--- src/rtl/icache_refill_bridge.sv ---
// Bridges I-cache line refill requests onto a single AXI INCR burst of LINE_WORDS 32-bit beats.
// Latency: accept at cycle 0, AR at 1, beats from 2, line valid one cycle after the final beat.
// Backpressure: one transaction in flight; AR/R/line handshakes stall the FSM, requests while busy are dropped.
module icache_refill_bridge #(
    parameter int LINE_WORDS = 8
) (
    input  logic                     clk,
    input  logic                     rst,
    input  logic                     mem_ren_i,
    input  logic                     mem_arvalid_i,
    input  logic [31:0]              mem_araddr_i,
    output logic                     mem_arready_o,
    output logic                     mem_rvalid_o,
    input  logic                     mem_rready_i,
    output logic [LINE_WORDS*32-1:0] mem_rdata_o,
    output logic                     mem_rerr_o,
    output logic [31:0]              axi_araddr_o,
    output logic [7:0]               axi_arlen_o,
    output logic [2:0]               axi_arsize_o,
    output logic [1:0]               axi_arburst_o,
    output logic                     axi_arvalid_o,
    input  logic                     axi_arready_i,
    input  logic [31:0]              axi_rdata_i,
    input  logic [1:0]               axi_rresp_i,
    input  logic                     axi_rlast_i,
    input  logic                     axi_rvalid_i,
    output logic                     axi_rready_o
);

    localparam int              CW       = (LINE_WORDS > 1) ? $clog2(LINE_WORDS) : 1;
    localparam int              LW       = LINE_WORDS * 32;
    localparam logic [31:0]     OFF_MASK = 32'(LINE_WORDS * 4 - 1);
    localparam logic [CW-1:0]   LAST_IDX = CW'(LINE_WORDS - 1);

    typedef enum logic [1:0] {
        IDLE = 2'd0,
        ADDR = 2'd1,
        DATA = 2'd2,
        RESP = 2'd3
    } state_t;

    state_t          state_q, state_d;
    logic [31:0]     addr_q, addr_d;
    logic [CW-1:0]   cnt_q, cnt_d;
    // buf_q accumulates beats; line_q is the delivered line, so the last line
    // stays visible on mem_rdata_o while the next refill is being collected.
    logic [LW-1:0]   buf_q, buf_d;
    logic [LW-1:0]   line_q, line_d;
    logic            err_q, err_d;

    assign mem_rdata_o = line_q;

    // Next-state, datapath updates and all handshake outputs decoded from the current state.
    always_comb begin
        state_d       = state_q;
        addr_d        = addr_q;
        cnt_d         = cnt_q;
        buf_d         = buf_q;
        line_d        = line_q;
        err_d         = err_q;
        mem_arready_o = 1'b0;
        mem_rvalid_o  = 1'b0;
        mem_rerr_o    = 1'b0;
        axi_arvalid_o = 1'b0;
        axi_araddr_o  = '0;
        axi_arlen_o   = '0;
        axi_arsize_o  = '0;
        axi_arburst_o = '0;
        axi_rready_o  = 1'b0;

        case (state_q)
            IDLE: begin
                // Gated by reset so the ready flag is low while reset is held.
                mem_arready_o = rst;
                if (mem_arvalid_i && mem_ren_i) begin
                    addr_d  = mem_araddr_i & ~OFF_MASK;
                    cnt_d   = '0;
                    buf_d   = '0;
                    err_d   = 1'b0;
                    state_d = ADDR;
                end
            end

            ADDR: begin
                axi_arvalid_o = 1'b1;
                axi_araddr_o  = addr_q;
                axi_arlen_o   = 8'(LINE_WORDS - 1);
                axi_arsize_o  = 3'b010;
                axi_arburst_o = 2'b01;
                if (axi_arready_i) begin
                    state_d = DATA;
                end
            end

            DATA: begin
                axi_rready_o = 1'b1;
                if (axi_rvalid_i) begin
                    for (int k = 0; k < LINE_WORDS; k++) begin
                        if (cnt_q == CW'(k)) begin
                            buf_d[k*32 +: 32] = axi_rdata_i;
                        end
                    end
                    cnt_d = cnt_q + 1'b1;
                    if (axi_rresp_i != 2'b00) begin
                        err_d = 1'b1;
                    end
                    if (cnt_q == LAST_IDX) begin
                        // Full line received; a missing rlast marks a protocol error.
                        state_d = RESP;
                        line_d  = buf_d;
                        if (!axi_rlast_i) begin
                            err_d = 1'b1;
                        end
                    end else if (axi_rlast_i) begin
                        // Short burst: unfilled words stay zero and the line is flagged.
                        state_d = RESP;
                        line_d  = buf_d;
                        err_d   = 1'b1;
                    end
                end
            end

            RESP: begin
                mem_rvalid_o = 1'b1;
                mem_rerr_o   = err_q;
                if (mem_rready_i) begin
                    state_d = IDLE;
                end
            end

            default: begin
                state_d = IDLE;
            end
        endcase
    end

    // State and datapath registers; reset abandons any transaction in flight.
    always_ff @(posedge clk or negedge rst) begin
        if (!rst) begin
            state_q <= IDLE;
            addr_q  <= '0;
            cnt_q   <= '0;
            buf_q   <= '0;
            line_q  <= '0;
            err_q   <= 1'b0;
        end else begin
            state_q <= state_d;
            addr_q  <= addr_d;
            cnt_q   <= cnt_d;
            buf_q   <= buf_d;
            line_q  <= line_d;
            err_q   <= err_d;
        end
    end

endmodule

--- config.mk ---
export PLATFORM = sky130hd
export DESIGN_NAME = icache_refill_bridge
export DESIGN_NICKNAME = d
export VERILOG_FILES = /design/src/rtl/icache_refill_bridge.sv
export SDC_FILE = /design/constraint.sdc
export NUM_CORES = 1
export LEC_CHECK = 0
export CAP_MARGIN = 15
export CORE_MARGIN = 2
export CORE_UTILIZATION = 45
export DETAILED_ROUTE_END_ITERATION = 8
export PLACE_DENSITY = 0.72
export SKIP_LAST_GASP = 1
export SLEW_MARGIN = 10
export SYNTH_ARGS = -nofsm -noshare
export SYNTH_HDL_FRONTEND = slang
export SYNTH_SLANG_ARGS = --single-unit
--- constraint.sdc ---
create_clock -name clk -period 1.9 [get_ports clk]
set_clock_uncertainty 0.05 [all_clocks]
set_input_delay 0.285 -clock clk [delete_from_list [all_inputs] [get_ports clk]]
set_output_delay 0.285 -clock clk [all_outputs]
set_load 0.02 [all_outputs]
Yosys cells after proc, flatten, opt, wreduce, memory -nomap -nowiden
Cells that the tools add are included.
{ "word_totals": {"reg_bits": 545, "inputBits": 74, "output_inout_bits": 306, "word_cells": 71} }
{ "op_classes": {"addsub": 1, "eq_ne": 15, "mux": 39, "n_reduce_logical": 10} }
{ "op_table": {"columns": ["operator", "count"], "rows": [
  ["two-way mux 256 bit", 4],
  ["case mux 256 bit (2 select lines)", 1],
  ["two-way mux 32 bit", 9],
  ["two-way mux 2 bit", 7],
  ["== test 3 bit (second input constant)", 4],
  ["two-way mux 1 bit", 12],
  ["two-way mux 3 bit", 3],
  ["!= test 2 bit (second input constant)", 4],
  ["case mux 2 bit (4 select lines)", 1],
  ["== test 3 x 2 -> 1 bit (second input constant)", 2],
  ["case mux 3 bit (2 select lines)", 1],
  ["AND reduction 3 bit", 2],
  ["nonzero test 2 bit", 3],
  ["AND reduction 5 bit", 1],
  ["== test 2 bit (second input constant)", 2],
  ["adder 3 x 1 -> 3 bit (second input constant)", 1],
  ["== test 3 x 1 -> 1 bit (second input constant)", 1],
  ["zero test 3 bit", 1],
  ["!= test 3 bit (second input constant)", 1],
  ["== test 2 x 1 -> 1 bit (second input constant)", 1],
  ["zero test 2 bit", 1],
  ["case mux 1 bit (2 select lines)", 1],
  ["AND reduction 2 bit", 1],
  ["logical AND 1 bit", 1]
]} }

Logic depth before layout (Yosys ltp)
Gate-level depths: netlist of run 1.
{ "logic_depth": {"word_depth": 6, "mapped_depth": 10} }

Least setup slack after synthesis of run 1
Ideal clock, no wire load.
{ "synth_timing": {"path_kind": "flip-flop to flip-flop", "startpoint": "register state_q[0]", "endpoint": "register buf_q[192]", "setup_time_ps": 66, "arrival_ps": 1939, "required_ps": 1784, "slack_ps": -156, "stages_incl_launch_ff": 8, "path_buffers": 2, "period_less_slack_ps": 2056, "cell_sequence": "dfrtp_1 -> inv_1 -> ha_1 -> buf_4 -> mux2_2 -> o211ai_4 -> buf_2 -> a22o_1"} }
{ "synth_via": {"elab_chain_len": 3, "word_cells_on_any_way": 7} }
{ "synth_lines": {"columns": ["item", "line", "rtl"], "rows": [
  ["start: declaration", "42", "state_t state_q, state_d;"],
  ["start signal: assignment", "147", "state_q <= state_d;"],
  ["== test 2 bit / zero test 2 bit (equally long branches)", "71", "case (state_q)"],
  ["!= test 2 bit (no line) / nonzero test 2 bit (equally long branches)", null, null],
  ["AND reduction 3 bit (no line)", null, null],
  ["end signal: assignment", "150", "buf_q <= buf_d;"],
  ["end: declaration", "47", "logic [LW-1:0] buf_q, buf_d;"]
]} }
Parallel ways exist; a longest one is shown, timed or not.
A chain may end at the register's enable or synchronous reset.

Worst setup path after layout of run 1
{ "layout_timing": {"startpoint": "register state_q[0]", "endpoint": "output port axi_araddr_o[19]"} }
{ "layout_via": {"elab_chain_len": 2} }
{ "layout_lines": {"columns": ["item", "line", "rtl"], "rows": [
  ["== test 2 x 1 -> 1 bit", "71", null],
  ["two-way mux 32 bit", "71", null],
  ["end: declaration", "17", "output logic [31:0] axi_araddr_o,"]
]} }
Every way passes these cells.

==> metrics.csv, run 1 <==
metric,value,unit
status,"complete, but fails checks",
failing checks,negative setup slack,
Int Pwr,27720,µW
Initial DRC Count,1181,
count of pins over their slew limit,0,
Cell Pwr Density,1406,mW/mm²
die height,229.2,µm
clock root cell,clkbuf_16,
Critical R2R Launch,state_q[0]$_DFFE_PN0P_,
"Avg Cell Area, Syn",12.08,µm²
"commonest non-fill, non-tap cell in the layout",dfrtp_1,
"Max FO, Critical Path",17,
largest net degree at the start of global routing,128,
Core ar.,0.05007,mm²
synthesis-to-layout area growth,32.20,%
switching power,14710,µW
TritonCTS Buffers,56,
Worst-path clk slew,0.06,ns
sw frac,0.3467,
WP data required,1.56,ns
DR vias/cell,5.582,
DRT Pass-1 Iters,6,
I/O pins,380,
vias in the first global route,17290,
Syn Inst Count,1890,
total wire length,67860,µm
CTS tree,built,
# nets final,2372,
CP Launch Point,state_q[0]$_DFFE_PN0P_,
WL per Instance,22.60,µm
yosys warns,0,
antenna violations before repair,0,
hold slack,0.2522,ns
first-pass GRT wire length,103400,µm
Yosys cell types,34,
final setup margin,-0.1090,ns
# rows,82,
most frequent cells in the layout,"dfrtp_1 (545), nand2_1 (259), a22o_1 (257), mux2i_1 (256), o21ai_0 (239)",
Tcrit/Tclk final,1.057,
CTS max path bufs,3,
Period minus WS final,2.009,ns
sequential share of power,0.361,
CP Capture Type,primary output,
max cap viols,0,
Tot Pwr,42420,µW
#FFs+latches synth,545,
via count,16760,
Post-Syn Area,0.02283,mm²
relative slew slack,0.4943,
Skew-Pair Late Insertion Delay,0.59,ns
final instance area,0.03018,mm²
"Seq/Total Area, Yosys",0.5974,
share of cells above drive strength 1,0.1554,
starting density of the core,0.4560,
DRC,0,
Placed Area,0.02798,mm²
GRT overflow,0,
CTS sink cnt,545,
placed cell count,2875,
FMAX,0.4978,GHz
static leakage,0.01530,µW
Post-DP HPWL,42850,µm
Hold Path Class,in2async,
setup repair after global routing missed its margin,yes,
Critical Path AT,1.67,ns
Max H-tree Level,2,
Clock Power Share,0.277,
Antenna diodes,0,
IO Port Bufs,361,
chip width,229.2,µm
Antenna Nets Post-Route,0,
startpoint types,flop,
worst slew pin tran,0.7585,ns
final hold vios,0,
Logic pwr share,0.361,
global placer's final weighted congestion,0.8380,
"non-filler cells, final",3002,
die area,0.05255,mm²
VDD IR max,0.7833,mV
WS Path Type,reg2out,
final setup violating endpoints,229,
gr usage total,0.2534,
## final timing paths
kind	endpoint	slack, ns	cells past startpoint
setup / recovery	axi_araddr_o[19]	-0.11	4
min in group clk	addr_q[12]$_DFFE_PN0P_	0.25	2
setup reg to reg	buf_q[144]$_DFFE_PN0P_	-0.08	9
max in group asynchronous	addr_q[9]$_DFFE_PN0P_	0.49	4
hold reg to reg	mem_rdata_o[59]$_DFFE_PN0P_	0.43	2
hold / removal	mem_rdata_o[147]$_DFFE_PN0P_	0.25	3
## power groups by stage
stage                     logic, µW  registers (µW)  clock network (µW)
after global placement        14600           15400                   0
after detailed placement      15000           15500                   0
after floorplan                7100           16500                   0
after global routing          16300           15600               12500
after CTS                     15200           15300               12000
final                         15300           15300               11800
## cell type report
cell class	count	area [µm²]
Fill cell	4095	19890
Tap cell	672	840.8
Multi-Input combinational cell	1159	8386
Clock buffer	86	1765
Clock inverter	15	240.2
Inverter	6	22.52
Timing Repair Buffer	519	5289
Sequential cell	545	13640
## synthesized netlist by cell type (all sizes together)
library cell,count,area share
inv,6,0.00099
nor3,7,0.0022
nor3b,2,0.0011
nand2,263,0.043
and2,32,0.0088
o211ai,8,0.0069
a21bo,1,0.00044
xor2,1,0.00038
a21o,1,0.00033
mux2,30,0.015
nand3,1,0.00022
buf,123,0.032
nor2,4,0.00066
clkbuf,69,0.011
nor2b,5,0.0014
dfrtp,545,0.60
o21ai,257,0.056
a21boi,1,0.00082
ha,11,0.0060
or2,1,0.00027
mux2i,257,0.11
nand2b,3,0.00082
conb,1,0.00016
a21oi,1,0.00022
a211o,2,0.00077
a22o,257,0.099
a2111oi,1,0.00066
## critical path, stage by stage (launching register included)
cell     delay (ns)
dfrtp_1        0.43
ha_4           0.20
buf_12         0.14
and2_1         0.15
buf_4          0.16
## per-stage QoR
stage            util  setup TNS, ns  setup slack [ns]
2_1_floorplan       -              0         0.0007063
3_3_place_gp   0.5588         -14.05           -0.1301
3_5_place_dp   0.5588         -28.25           -0.1989
4_1_cts        0.5986         -11.39           -0.1218
5_1_grt        0.6028         -42.20           -0.1707
6_report       0.6028         -8.704           -0.1090
## registers in the layout, summed over array words and instances, names as in the netlist
name and flops:
state_q 2, addr_q 27, cnt_q 3, buf_q 256, mem_rdata_o 256, err_q 1
## cell families (layout without fill, tap and decap cells)
group,count (synthesis),count (layout),share of synthesized area
AO/OA/AOI/OAI,529,529,0.1650
AND/OR/NAND/NOR,318,318,0.05892
multiplexers,287,287,0.1275
XOR/XNOR,1,1,0.0003837
buffers and inverters,198,626,0.04461
other,1,13,0.0001643
flip-flops,545,545,0.5974
adder cells (fa/ha/maj),11,11,0.006029
## layer usage
metal,global-route usage,up-vias,part of all wire
li1,-,7478,-
met1,0.3458,8557,0.43
met2,0.4140,607,0.48
met3,0.04856,114,0.065
met4,0.07346,0,0.029
met5,0,-,0
## repair_timing
action                     in CTS  in global routing
buffers inserted                9                  8
pin swaps                       2                  2
hold endpoints to repair       36                  0
cloned                          3                  5
setup endpoints to repair     501                360
hold buffers                    1                  0
gates resized for setup       422                 23
Note: power is estimated with default switching activity, not from simulation.
==> inputs of run 2 (changes only) <==
--- a/config.mk
+++ b/config.mk
@@ -6,7 +6,6 @@
 export NUM_CORES = 1
 export LEC_CHECK = 0
 export CAP_MARGIN = 15
-export CORE_MARGIN = 2
 export CORE_UTILIZATION = 45
 export DETAILED_ROUTE_END_ITERATION = 8
 export PLACE_DENSITY = 0.72
==> metrics.csv, run 2 (synthesis gave the netlist of run 1 again) <==
metric,value,unit
VDD IR max,0.7887,mV
R2R depth,9,
GRT overflow,0,
Critical R2R Capture,buf_q[226]$_DFFE_PN0P_,
starting density of the core,0.4560,
Critical Path AT,1.69,ns
Critical Path Slowest Stage Cell,dfrtp_1,
share of cells above drive strength 1,0.1521,
DR vias/cell,5.567,
Antenna diodes,0,
CP Capture Type,primary output,
met2 Use GR,0.4038,
Worst-path clk slew,0.06,ns
TritonCTS Buffers,55,
I/O pins,380,
Antenna Nets Post-Route,0,
clock root cell,clkbuf_16,
static leakage,0.01540,µW
WP data required,1.56,ns
CTS tree,built,
failing checks,negative setup slack,
FMAX,0.4950,GHz
Tcrit/Tclk final,1.063,
Hold Path Class,in2async,
die height,227.2,µm
DRT Pass-1 Iters,5,
"commonest non-fill, non-tap cell in the layout",dfrtp_1,
sequential share of power,0.367,
final setup violating endpoints,271,
switching power,14690,µW
die area,0.05164,mm²
Post-DP HPWL,42470,µm
# nets final,2363,
Int Pwr,27010,µW
CTS sink cnt,545,
WS Path Type,reg2out,
antenna violations before repair,0,
"Max FO, Critical Path",17,
startpoint types,flop,
count of pins over their slew limit,0,
WL per Instance,22.48,µm
relative slew slack,0.4527,
Setup WS pre-CTS,-0.1994,ns
most frequent cells in the layout,"dfrtp_1 (544), nand2_1 (259), a22o_1 (257), mux2i_1 (256), dlygate4sd2_1 (252)",
final setup margin,-0.1201,ns
largest net degree at the start of global routing,143,
global placer's final weighted congestion,0.8419,
cells along the critical path,inv_2 -> ha_4 -> buf_12 -> and2_1 -> buf_6,
gr usage total,0.2516,
Tot Pwr,41710,µW
via count,16660,
chip width,227.2,µm
critical path's largest stage delay,0.39,ns
met3 Track Usage GR,0.04582,
final hold vios,0,
vias in the first global route,16740,
final setup TNS,-18.13,ns
met1 GRT Util,0.3429,
synthesis-to-layout area growth,31.49,%
first-pass GRT wire length,98480,µm
Max H-tree Level,2,
DRC,0,
Reg2Reg Setup Slack,-0.11,ns
Period minus WS final,2.020,ns
Initial DRC Count,1328,
Clock Power Share,0.266,
status,"complete, but fails checks",
Cell Pwr Density,1389,mW/mm²
CTS max path bufs,3,
total wire length,67270,µm
FILL cells,4104,
Skew-Pair Late Insertion Delay,0.60,ns
IO Port Bufs,361,
Critical R2R Launch,state_q[1]$_DFFE_PN0P_,
busiest grt layer,met2,
max cap viols,0,
Core ar.,0.05007,mm²
# rows,82,
Logic pwr share,0.367,
setup repair after global routing missed its margin,yes,
CP Launch Point,state_q[1]$_DFFE_PN0P_,
sw frac,0.3523,
worst slew pin tran,0.8209,ns
==> run 2: cell count changes in the layout (fill, tap and decap cells not counted), moves of 4 or more <==
cell             previous run  this run
buf_6                      20        32
clkinv_2                    4        10
buf_4                     114        93
clkbuf_8                   23        11
buf_12                     52        48
dlygate4sd2_1             213       252
clkbuf_1                    6        11
clkdlybuf4s50_1           110        71
==> run 2: area by class of cell <==
| type | count | area (µm²) | area share |
|---|---|---|---|
| flip-flops and latches | 545 | 13640 | 0.4544 |
| multi-input cells | 1159 | 8411 | 0.2802 |
| repair buffers | 511 | 5250 | 0.1749 |
| clock buffers | 77 | 1569 | 0.05227 |
| well taps | 672 | 840.8 | 0.02801 |
| clock inverters | 23 | 285.3 | 0.009504 |
| inverters | 6 | 22.52 | 0.0007503 |
==> run 2: worst max-delay path by stage <==
stage                                   endpoint  slack (ns)  cells past startpoint
after CTS                       axi_araddr_o[11]       -0.13                      5
after global routing            axi_araddr_o[19]       -0.17                      5
after floorplan           buf_q[192]$_DFFE_PN0P_      0.0007                      8
after global placement    buf_q[238]$_DFFE_PN0P_       -0.13                      6
after detailed placement        axi_araddr_o[11]       -0.20                      4
final                           axi_araddr_o[20]       -0.12                      5
==> run 2: worst max-delay path: cells and delay by family (launching register included) <==
family / cells / cell delay (ns)
DFF: 1 / 0.39
buffers and inverters: 3 / 0.36
adders and majority gates: 1 / 0.19
and+or+nand+nor: 1 / 0.16
==> run 2: repair_timing <==
action,4_1_cts,5_1_grt
resized for setup,459,44
pin swaps,1,6
cloned,0,12
hold buffers,1,0
endpoints found under the setup margin,466,387
buffers inserted,5,9
endpoints found under the hold margin,85,0
==> run 2: metrics by stage <==
step,cells,instance area [µm²],util,hold slack (ns)
floorplan,1902,23030,-,-0.06059
global placement,2866,27940,0.5580,0.2303
detailed placement,2866,27940,0.5580,0.2298
CTS,2972,29540,0.5901,0.2080
global route,2993,30020,0.5995,0.2116
finish,2993,30020,0.5995,0.2172
==> run 2: routing by layer <==
| metal | vias to the layer above | share of wire |
|---|---|---|
| li1 | 7473 | - |
| met1 | 8498 | 0.44 |
| met2 | 552 | 0.47 |
| met4 | 0 | 0.034 |
| met3 | 139 | 0.057 |
| met5 | - | 0 |
==> run 2: power groups by stage <==
stage	logic [µW]	clock network, µW	registers [µW]
final	15300	11100	15300
after global routing	16300	11800	15500
after CTS	14400	11300	15300
after detailed placement	15000	0	15400
after global placement	14600	0	15400
after floorplan	7100	0	16500
